--- src/rtl/cpu_decode_queue.sv ---
// Fetch-to-execute decode queue: toggle-tagged packet capture, DEPTH-entry FIFO, head immediate decode.
// Optional busy-cycle counter enabled by CPU_DECODE_QUEUE_STATS_EN.
module cpu_decode_queue #(
  parameter int DEPTH = 4
) (
  input  logic         i_clock,
  input  logic         i_reset,
  input  logic [120:0] i_data,
  output logic         o_busy,
  input  logic         i_flush,
  output logic         o_valid,
  input  logic         i_ready,
  output logic [31:0]  o_instruction,
  output logic [31:0]  o_pc,
  output logic [5:0]   o_rs1,
  output logic [5:0]   o_rs2,
  output logic [5:0]   o_rs3,
  output logic [5:0]   o_rd,
  output logic [31:0]  o_imm,
  output logic         o_overflow,
  output logic [31:0]  o_stall_cycles
);

  localparam int AW = $clog2(DEPTH);
  localparam logic [AW:0] LP_FULL = (AW+1)'(DEPTH);
  localparam logic [AW:0] LP_BUSY = (AW+1)'(DEPTH - 1);

  typedef struct packed {
    logic [31:0] instr;
    logic [31:0] pc;
    logic [5:0]  rs1;
    logic [5:0]  rs2;
    logic [5:0]  rs3;
    logic [5:0]  rd;
  } entry_t;

  entry_t         r_mem [DEPTH];
  logic [AW-1:0]  r_wptr;
  logic [AW-1:0]  r_rptr;
  logic [AW:0]    r_count;
  logic           r_last_tag;
  logic           r_overflow;

  entry_t         w_in;
  entry_t         w_head;
  logic           w_new;
  logic           w_pop;
  logic           w_push;
  logic [31:0]    w_ins;
  logic           w_unused_bits;

  assign w_in          = i_data[119:32];
  assign w_unused_bits = ^i_data[31:0];
  assign w_head        = r_mem[r_rptr];

  assign w_new   = (i_data[120] != r_last_tag);
  assign o_valid = (r_count != '0);
  assign w_pop   = o_valid && i_ready;
  // A full queue still accepts a packet when the head leaves on the same edge.
  assign w_push  = w_new && ((r_count != LP_FULL) || w_pop);
  assign o_busy  = (r_count >= LP_BUSY);

  always_ff @(posedge i_clock) begin
    if (i_reset) begin
      r_wptr     <= '0;
      r_rptr     <= '0;
      r_count    <= '0;
      r_last_tag <= 1'b0;
      r_overflow <= 1'b0;
      for (int i = 0; i < DEPTH; i++) r_mem[i] <= '0;
    end else if (i_flush) begin
      // Adopt the presented tag so the packet on i_data is dropped, not replayed.
      r_wptr     <= '0;
      r_rptr     <= '0;
      r_count    <= '0;
      r_last_tag <= i_data[120];
    end else begin
      if (w_new) r_last_tag <= i_data[120];
      if (w_push) begin
        r_mem[r_wptr] <= w_in;
        r_wptr        <= r_wptr + 1'b1;
      end
      if (w_pop) r_rptr <= r_rptr + 1'b1;
      if (w_push && !w_pop)      r_count <= r_count + 1'b1;
      else if (!w_push && w_pop) r_count <= r_count - 1'b1;
      if (w_new && !w_push) r_overflow <= 1'b1;
    end
  end

  assign o_instruction = w_head.instr;
  assign o_pc          = w_head.pc;
  assign o_rs1         = w_head.rs1;
  assign o_rs2         = w_head.rs2;
  assign o_rs3         = w_head.rs3;
  assign o_rd          = w_head.rd;
  assign o_overflow    = r_overflow;
  assign w_ins         = w_head.instr;

  always_comb begin
    o_imm = '0;
    case (w_ins[6:0])
      7'h03, 7'h07, 7'h13, 7'h67, 7'h73:
        o_imm = {{20{w_ins[31]}}, w_ins[31:20]};
      7'h23, 7'h27:
        o_imm = {{20{w_ins[31]}}, w_ins[31:25], w_ins[11:7]};
      7'h63:
        o_imm = {{19{w_ins[31]}}, w_ins[31], w_ins[7], w_ins[30:25], w_ins[11:8], 1'b0};
      7'h17, 7'h37:
        o_imm = {w_ins[31:12], 12'b0};
      7'h6f:
        o_imm = {{11{w_ins[31]}}, w_ins[31], w_ins[19:12], w_ins[20], w_ins[30:21], 1'b0};
      default:
        o_imm = '0;
    endcase
  end

`ifdef CPU_DECODE_QUEUE_STATS_EN
  logic [31:0] r_stall_cycles;

  always_ff @(posedge i_clock) begin
    if (i_reset)     r_stall_cycles <= '0;
    else if (o_busy) r_stall_cycles <= r_stall_cycles + 32'd1;
  end

  assign o_stall_cycles = r_stall_cycles;
`else
  assign o_stall_cycles = '0;
`endif

endmodule
--- config.mk ---
export PLATFORM = sky130hd
export DESIGN_NAME = cpu_decode_queue
export DESIGN_NICKNAME = d
export VERILOG_FILES = /design/src/rtl/cpu_decode_queue.sv
export SDC_FILE = /design/constraint.sdc
export NUM_CORES = 1
export LEC_CHECK = 0
export CAP_MARGIN = 40
export CORE_MARGIN = 2
export CORE_UTILIZATION = 41
export CTS_CLUSTER_DIAMETER = 30
export DETAILED_ROUTE_END_ITERATION = 6
export DONT_BUFFER_PORTS = 1
export GPL_ROUTABILITY_DRIVEN = 0
export MAX_ROUTING_LAYER = met4
export PLACE_DENSITY_LB_ADDON = 0.05
export SYNTH_ARGS = -nofsm -noshare
export SYNTH_HDL_FRONTEND = slang
export SYNTH_SLANG_ARGS = --single-unit
--- constraint.sdc ---
create_clock -name i_clock -period 4.85 [get_ports i_clock]
set_input_delay 0.97 -clock i_clock [delete_from_list [all_inputs] [get_ports i_clock]]
set_output_delay 0.97 -clock i_clock [all_outputs]
set_load 0.02 [all_outputs]
# Yosys cells after proc, flatten, opt, wreduce, memory -nomap -nowiden
# Memories as Yosys holds them, arrays and structs flattened. A register that Yosys moved wholly into a read port is not among the register bits.
# Cells that the tools add are included.
# op_classes
reduce_logical,17
n_bitwise,1
order_cmp,1
muxes,16
add_sub_neg,4
n_eq_ne,13
# ops
cell,n
32-bit case mux with 5 select lines,1
88-bit two-way mux,1
88-bit OR reduction,1
"7-bit equality test, second input constant",4
"7-bit by 6-bit equality test with 1-bit output, second input constant",3
"7-bit by 5-bit equality test with 1-bit output, second input constant",2
1-bit two-way mux,9
"7-bit by 2-bit equality test with 1-bit output, second input constant",1
"7-bit by 3-bit equality test with 1-bit output, second input constant",1
2-bit two-way mux,3
3-bit two-way mux,2
2-bit OR reduction,3
1-bit logical AND,5
5-bit OR reduction,1
"2-bit by 1-bit adder with 2-bit output, second input constant",2
2-bit nonzero test,2
"3-bit by 1-bit adder with 3-bit output, second input constant",1
"3-bit by 2-bit >= comparator with 1-bit output, second input constant",1
"3-bit inequality test, second input constant",1
3-bit nonzero test,1
"3-bit by 1-bit subtractor with 3-bit output, second input constant",1
1-bit zero test,2
2-bit AND reduction,1
1-bit logical OR,1
other kinds (2),2
# word_totals
regBits,9
wordCells,58
mem_count,1
ramBits,352
input_bits,125
# mem_list
memory,depth,width,read_ports,rd_ports_with_merged_regs,wr,line_no,source
r_mem,4,88,1,1,4,37,entry_t r_mem [DEPTH];

# Logic depth before layout (Yosys ltp)
# Gate-level depths: netlist of run 1.
# logic_depth
depth_word,10
depth_mapped,8

# Worst setup path before layout of run 1
# Ideal clock, no wire load.
# synth_timing
kind,in2reg
start,input i_data[120]
end,memory r_mem[3][0] in the netlist's numbering (enable)
arrival_ns,3.400
setup_time_ns,0.451
cell_stages,3
path_buffers,0
path_slack_ns,0.999
path_cell_list,xnor2_1 > nor2_1 > a41o_1
# synth_lines
element,line_no,source
from (decl),8,"input logic [120:0] i_data,"
to (decl),37,

==> results_dict.tcl, run 1 <==
set metrics [dict create \
    synthMuxAreaShare 0.1226 \
    ctsResizeCount 0 \
    async_reset_ff_frac 0 \
    rsz0062_at_grt "no" \
    worstPathCellList "buf_12 -> mux4_2 -> nand2_1 -> o32ai_1 -> a21oi_1 -> o21ai_0" \
    powerDensity_mw_per_mm2 497.8 \
    ys.flop_type "edfxtp_1" \
    final_core_utilization 0.5067 \
    clock_sinks 363 \
    post_cts_buffers 0 \
    num_rows 72 \
    synth_compound_area_frac 0.01548 \
    cts_root_buffer "clkbuf_16" \
    critPathBufInv 1 \
    finalHoldViolations 0 \
    period_share 0.8585 \
    vdd_drop_max_mv 0.3240 \
    tritoncts "yes" \
    clock_latency_ns 0.59 \
    grt_first_pass_wirelength_mm 58.46 \
    dieArea_mm2 0.04124 \
    cts_buffers 88 \
    gr-usage-all-layers 0.1983 \
    setup-tns-final_ns 0 \
    cp-start-kind "flop" \
    syn_area_per_cell_um2 16.02 \
    crit_family "compound AO/OA/AOI/OAI gates" \
    ant_nets 0 \
    area_growth_pct 21.36 \
    max_freq_mhz 240.2 \
    drt_iter0_drc 487 \
    grt_antenna_before_repair 0 \
    finalMaxSlewViolations 0 \
    yosys.area_share.simple 0.1569 \
    synth_area_mm2 0.01625 \
    grt_overflow 0 \
    max_slew_margin 0.4654 \
    drt-total-wl_mm 38.70 \
    firstDrtPassIters 4 \
    tightest_slew_ns 0.7908 \
    drc_errors 0 \
    clk_pin_slew_worst_paths_ns 0.04 \
    synth_edf_count 352 \
    cp.required_ns 3.88 \
    rrSetupSlack_ns 2.06 \
    p_leak_nw 7.309 \
    fin_ws_ns 0.6863 \
    ys_warn_count 0 \
    dieWidth_um 203.1 \
    numPortBuffers 0 \
    setup_viol 0 \
    post-place-ws_ns 1.163 \
    grt_max_degree 69 \
    dpl.hpwl_mm 21.44 \
    multi_input_area_mm2 0.005035 \
    crit_arrival_ns 3.19 \
    via_per_inst 5.046 \
    skew_ns 0.01888 \
    drv_cap 0 \
    nFillCells 3321 \
    hold_buffers 0 \
    yosysSeqAreaShare 0.6641 \
    post_drt_wl_per_cell_um 23.29 \
    cpMaxStageDelayCell "dfxtp_4" \
    drive_above_1_share 0.2353 \
    final_nets 1200 \
    synthAdderAreaFrac 0.002002 \
    hold_ws_ns 0.4554 \
    worstHoldPathType "input pin to flop" \
    synth_top_family_by_area "simple AND/OR/NAND/NOR gates" \
    synth_xor_xnor_area_share 0.003773 \
    cts_buffer_depth 3 \
    htree_levels 3 \
    ys_types 44 \
    grt_pass1_vias 9312 \
    fin_crit_ns 4.164 \
    via_count 8386 \
    cp-end-kind "output pin" \
    synth_seq_cells 363 \
    dieHeight_um 203.1 \
    status "finished, final reports clean" \
    worstSetupPathType "flop to output pin" \
    seqCellArea_mm2 0.01080 \
    initial_core_util 0.4175 \
    syn_inst 1014 \
    critPathMaxStageDelay_ns 0.64 \
    core_mm2 0.03892 \
    io_pins 280 \
    critPathMaxFanout 68 \
]
## worst paths after layout
kind                                              start                          to  cells past startpoint
worst min register to register  r_count[2]$_SDFFE_PP0P_     r_count[2]$_SDFFE_PP0P_                      2
worst max register to register  r_count[0]$_SDFFE_PP0P_  r_mem[1][66]$_SDFFCE_PN0P_                      7
worst min-delay path                            i_reset     o_overflow$_SDFFE_PP0P_                      1
worst max-delay path                               flop                   o_imm[11]                      6
## state kept, by name, summed over array words and instances, names as in the netlist, named ones only
name	cells
r_count	3
r_mem	352
r_wptr	2
o_overflow	1
r_last_tag	1
r_rptr	2
## Yosys cell counts, types with 2 or more instances
master    number  area share
a21boi_1       2     0.00092
clkbuf_2       2     0.00062
and2_1       352        0.14
xnor2_1        2      0.0011
buf_4         33       0.015
a21o_1        12      0.0055
dfxtp_1       11       0.014
nor2_2         2     0.00077
nor3_2         2      0.0012
a21oi_1        5      0.0015
buf_2         14      0.0043
nand2_1       11      0.0025
xor2_1         5      0.0027
edfxtp_1     352        0.65
nand3_1        4      0.0012
inv_1         15      0.0035
or3_1          2     0.00077
mux4_2        88        0.12
buf_6          3      0.0021
nor2b_1        8      0.0031
nor2_1        11      0.0025
or2_2          3      0.0012
clkbuf_1      39      0.0090
o21ai_0       16      0.0049
## per-layer routing
layer  wire (um)  vias up  track usage  share of wire
li1            -     3796            -              -
met1       15440     4276       0.2298           0.40
met2       19480      254       0.3262           0.50
met3        3120       60      0.06533          0.081
met4         662        0      0.06543          0.017
met5           0        -            -              0
## power breakdown
group / internal [W] / switching, W / leakage, nW
clock: 0.00378 / 0.00177 / 1.38
combinational: 0.000195 / 0.000403 / 2.19
sequential: 0.00362 / 0.0000501 / 3.74
total: 0.00759 / 0.00222 / 7.31
## worst reg2reg max path, delay by kind of cell, from the launching register on
kind / cells / cell delay (ns)
AND/OR/NAND/NOR: 5 / 1.59
buffers and inverters: 2 / 0.55
flip-flops: 1 / 0.36
## area by class of cell
cell class,count,area share
multi-input combinational,575,0.2553
tap,518,0.03287
inverter,15,0.002855
sequential,363,0.5476
antenna,1,0.0001269
clock buffer,102,0.1143
timing repair buffer,30,0.01726
clock inverter,58,0.02963
## cell usage in the layout (no fill, tap or decap), types with 11 or more instances in the layout
master / count
and2_1: 352
edfxtp_1: 352
mux4_2: 88
clkbuf_16: 88
conb_1: 32
buf_4: 22
clkinv_2: 19
o21ai_0: 16
inv_1: 15
clkinv_1: 14
clkbuf_1: 14
a21o_1: 12
nand2_1: 11
nor2_1: 11
## through the flow
stage               power (W)  cells  cell area [um2]
finish               0.009817   1662            19720
global route          0.01016   1661            19720
CTS                  0.009939   1661            19720
detailed placement   0.004338   1501            16880
global placement     0.004328   1497            16780
floorplan            0.004189   1045            16360
## cell families after synthesis
logic type / Yosys count
AO/OA/AOI/OAI: 40
XOR/XNOR: 7
adder cells (fa/ha/maj): 2
buffers and inverters: 107
flip-flops: 363
multiplexers: 89
other: 1
AND/OR/NAND/NOR: 405
Power figures use the tool's default switching activity.
==> run 2, diff against run 1 <==
- CTS_CLUSTER_SIZE: unset -> 8
==> results_dict.tcl, run 2 (synthesized netlist as in run 1, its figures left out) <==
set metrics [dict create \
    status "finished, final reports clean" \
    cp-start-kind "flop" \
    clk_pin_slew_worst_paths_ns 0.04 \
    dpl.cell_count 1501 \
    firstDrtPassIters 4 \
    hold_buffers 0 \
    drt-total-wl_mm 38.66 \
    nFillCells 3325 \
    final_nets 1200 \
    worst_r2r_path_depth 7 \
    cp-end-kind "output pin" \
    grt_max_degree 69 \
    worstSetupPathType "flop to output pin" \
    regMostFlops "r_mem" \
    core_mm2 0.03892 \
    dieArea_mm2 0.04124 \
    finalMaxSlewViolations 0 \
    htree_levels 3 \
    final_cells 1663 \
    initial_core_util 0.4175 \
    dieWidth_um 203.1 \
    grt_overflow 0 \
    dieHeight_um 203.1 \
    top_regs "r_mem (352), r_count (3)" \
    drc_errors 0 \
    cts_root_buffer "clkbuf_16" \
    area_growth_pct 21.08 \
    fin_crit_ns 4.160 \
    tightest_slew_ns 0.7908 \
    p_leak_nw 7.292 \
    setup-tns-final_ns 0 \
    hold_ws_ns 0.4561 \
    critPathMaxFanout 68 \
    gr-usage-all-layers 0.1980 \
    cts_buffers 88 \
    grt_util_met2 0.3260 \
    clock_latency_ns 0.59 \
    grt_pass1_vias 9310 \
    numPortBuffers 0 \
    gr-usage-met1 0.2292 \
    busiest_layer "met2" \
    num_rows 72 \
    cts_buffer_depth 3 \
    drive_above_1_share 0.2360 \
    ant_nets 0 \
    grt_antenna_before_repair 0 \
    cp.required_ns 3.88 \
    ctsResizeCount 0 \
    dpl.hpwl_mm 21.44 \
    via_per_inst 5.029 \
    finalHoldViolations 0 \
    post_drt_wl_per_cell_um 23.25 \
    powerDensity_mw_per_mm2 493.7 \
    io_pins 280 \
    hold_depth 1 \
    worstPathCellList "buf_12 -> mux4_2 -> nand2_1 -> o32ai_1 -> a21oi_1 -> o21ai_0" \
    drt_iter0_drc 471 \
    use_met3 0.06581 \
    max_freq_mhz 240.4 \
    cpMaxStageDelayCell "dfxtp_4" \
    layout_common_cells "and2_1 (352), edfxtp_1 (352), mux4_2 (88), clkbuf_16 (88), conb_1 (32)" \
    rsz0062_at_grt "no" \
    via_count 8363 \
    max_slew_margin 0.4654 \
    worstHoldPathType "input pin to flop" \
    tritoncts "yes" \
    power_w 0.009713 \
    crit_arrival_ns 3.19 \
    skew_ns 0.01823 \
    period_share 0.8578 \
    critPathMaxStageDelay_ns 0.64 \
    clock_sinks 363 \
    largest_reg_flops 352 \
    grt_first_pass_wirelength_mm 58.39 \
    post_cts_buffers 0 \
    drv_cap 0 \
    setup_viol 0 \
    vdd_drop_max_mv 0.3205 \
]
-- run 2: critical path: cells and delay by family (launching register included) --
family          cells  cell delay, ns
compound gates      3            0.84
flops               1            0.64
mux                 1            0.48
simple gates        1            0.08
buf+inv             1            0.54
-- run 2: cell type report --
cell class                 instances  area, um2  share of cell area
clock buffer                     103       2258              0.1148
tap                              518      648.1             0.03294
antenna                            1      2.502           0.0001272
inverter                          15      56.30            0.002862
sequential                       363      10800              0.5488
clock inverter                    58      535.5             0.02722
timing repair buffer              30      340.3             0.01730
multi-input combinational        575       5035              0.2559
-- run 2: report_power, final --
group	total (W)	switching (W)	leakage (nW)	internal, W
Sequential	0.00367	0.0000500	3.74	0.00362
Clock	0.00545	0.00177	1.36	0.00368
Combinational	0.000598	0.000403	2.19	0.000195
Total	0.00971	0.00222	7.29	0.00749
-- run 2: worst paths after layout --
| check | slack (ns) | start | endpoint |
|---|---|---|---|
| setup reg to reg | 2.06 | r_count[0]$_SDFFE_PP0P_ | r_mem[1][66]$_SDFFCE_PN0P_ |
| hold / removal | 0.46 | i_reset | o_overflow$_SDFFE_PP0P_ |
| setup / recovery | 0.69 | flop | o_imm[11] |
| hold reg to reg | 0.51 | r_count[2]$_SDFFE_PP0P_ | r_count[2]$_SDFFE_PP0P_ |
-- run 2: per-layer routing --
metal / wire (um) / vias to the layer above
met5: 0 / -
met4: 665 / 0
met3: 3270 / 59
met2: 19470 / 279
met1: 15260 / 4226
li1: - / 3799
-- run 2: stage by stage --
stage	cell area [um2]	util	setup WS, ns
6_report	19670	0.5055	0.6898
3_3_place_gp	16780	0.4312	1.174
4_1_cts	19670	0.5055	0.5411
2_1_floorplan	16360	-	0.9989
3_5_place_dp	16880	0.4337	1.163
5_1_grt	19670	0.5055	0.3605
==> run 3, diff against run 2 <==
==> constraint.sdc (replaced) <==
create_clock -name i_clock -period 5 [get_ports i_clock]
set_input_delay 0.5 -clock i_clock [delete_from_list [all_inputs] [get_ports i_clock]]
set_output_delay 0.5 -clock i_clock [all_outputs]
set_load 0.02 [all_outputs]
==> results_dict.tcl, run 3 (synthesized netlist as in run 1, its figures left out) <==
set metrics [dict create \
    htree_levels 3 \
    gr-usage-met1 0.2283 \
    drc_errors 0 \
    post_drt_wl_per_cell_um 23.27 \
    layout_common_cells "and2_1 (352), edfxtp_1 (352), clkbuf_16 (99)" \
    crit_arrival_ns 3.32 \
    dpl.cell_count 1495 \
    ctsResizeCount 0 \
    numPortBuffers 0 \
    cp-end-kind "output pin" \
    regMostFlops "r_mem" \
    grt_max_degree 59 \
    max_freq_mhz 262.1 \
    fin_ws_ns 1.184 \
    finalHoldViolations 0 \
    grt_pass1_vias 9285 \
    drv_cap 0 \
    via_count 8442 \
    drt_iter0_drc 339 \
    worstHoldPathType "input pin to flop" \
    clk_pin_slew_worst_paths_ns 0.04 \
    setup-tns-final_ns 0 \
    rsz0062_at_grt "no" \
    core_mm2 0.03892 \
    io_pins 280 \
    clock_sinks 363 \
    worstSetupPathType "flop to output pin" \
    dieHeight_um 203.1 \
    num_rows 72 \
    powerDensity_mw_per_mm2 501.2 \
    tritoncts "yes" \
    final_nets 1204 \
    finalMaxSlewViolations 0 \
    rrSetupSlack_ns 1.41 \
    post-place-ws_ns 1.293 \
    dpl.hpwl_mm 21.49 \
    largest_reg_flops 352 \
    period_share 0.7632 \
    cts_buffers 96 \
    max_slew_margin 0.4595 \
    grt_overflow 0 \
    p_leak_nw 7.434 \
    status "finished, final reports clean" \
    cp.required_ns 4.50 \
    final_cells 1674 \
    grt_first_pass_wirelength_mm 58.15 \
    setup_viol 0 \
    initial_core_util 0.4175 \
    top_regs "r_mem (352), r_count (3)" \
    critPathMaxFanout 24 \
    dieArea_mm2 0.04124 \
    skew_ns 0.01439 \
    grt_antenna_before_repair 0 \
    use_met3 0.07416 \
    area_growth_pct 22.93 \
    hold_ws_ns 0.05643 \
    busiest_layer "met2" \
    grt_util_met2 0.3244 \
    dieWidth_um 203.1 \
    via_per_inst 5.043 \
    vdd_drop_max_mv 0.3595 \
    cts_root_buffer "clkbuf_16" \
    tightest_slew_ns 0.8108 \
    cts_buffer_depth 3 \
    ant_nets 0 \
    cp-start-kind "flop" \
    fin_crit_ns 3.816 \
    gr-usage-all-layers 0.1985 \
    drt-total-wl_mm 38.96 \
    clock_latency_ns 0.59 \
    firstDrtPassIters 4 \
    drive_above_1_share 0.2364 \
    post_cts_buffers 0 \
]
==> run 3: cell count changes in the layout (fill, tap and decap cells not counted), sizes merged <==
cell | previous run | this run
bufinv | 7 | 11
clkbuf | 103 | 120
dlygate4sd3 | 0 | 1
buf | 30 | 24
clkinv | 42 | 37
==> run 3: worst paths after layout <==
kind | from | endpoint | cells past startpoint
hold / removal | i_data[120] | r_last_tag$_SDFFE_PP0P_ | 1
setup / recovery | flop | o_imm[19] | 5
hold reg to reg | r_count[2]$_SDFFE_PP0P_ | r_count[2]$_SDFFE_PP0P_ | 2
setup reg to reg | r_count[0]$_SDFFE_PP0P_ | r_mem[1][24]$_SDFFCE_PN0P_ | 7
==> run 3: critical path, stage by stage (launching register included) <==
cell and delay, ns:
dfxtp_4 0.67, mux4_2 0.76, nor4_2 0.33, buf_4 0.25, nor2_2 0.14, o21ai_0 0.56
==> run 3: layout make-up <==
class                   count  area (um2)
flip-flops and latches    363       10800
inverters                  15       56.30
fillers                  3262       18940
diodes                      1       2.502
multi-input cells         575        5035
well taps                 518       648.1
clock buffers             119        2562
clock inverters            57       566.8
repair buffers             26       305.3
==> run 3: metal layers <==
layer	part of all wire	up-vias
met5	0	-
met4	0.021	0
met3	0.080	67
met2	0.50	257
met1	0.40	4299
li1	-	3819
==> run 3: metrics by stage <==
| stage | power, W | cell area (um2) | util |
|---|---|---|---|
| final | 0.01001 | 19970 | 0.5132 |
| after CTS | 0.01012 | 19970 | 0.5131 |
| after detailed placement | 0.004206 | 16830 | 0.4324 |
| after global placement | 0.004195 | 16700 | 0.4292 |
| after floorplan | 0.004063 | 16360 | - |
| after global routing | 0.01032 | 19970 | 0.5132 |
==> run 3: repair_timing <==
| item | in CTS | in global routing |
|---|---|---|
| hold endpoints to repair | 2 | 0 |
| hold buffers | 1 | 0 |
| endpoints found under the setup margin | 0 | 0 |
==> run 3: where the power goes <==
group          switching, W  total (W)  internal, W
Clock               0.00174    0.00587      0.00413
Combinational      0.000392   0.000580     0.000188
Sequential        0.0000489    0.00356      0.00351
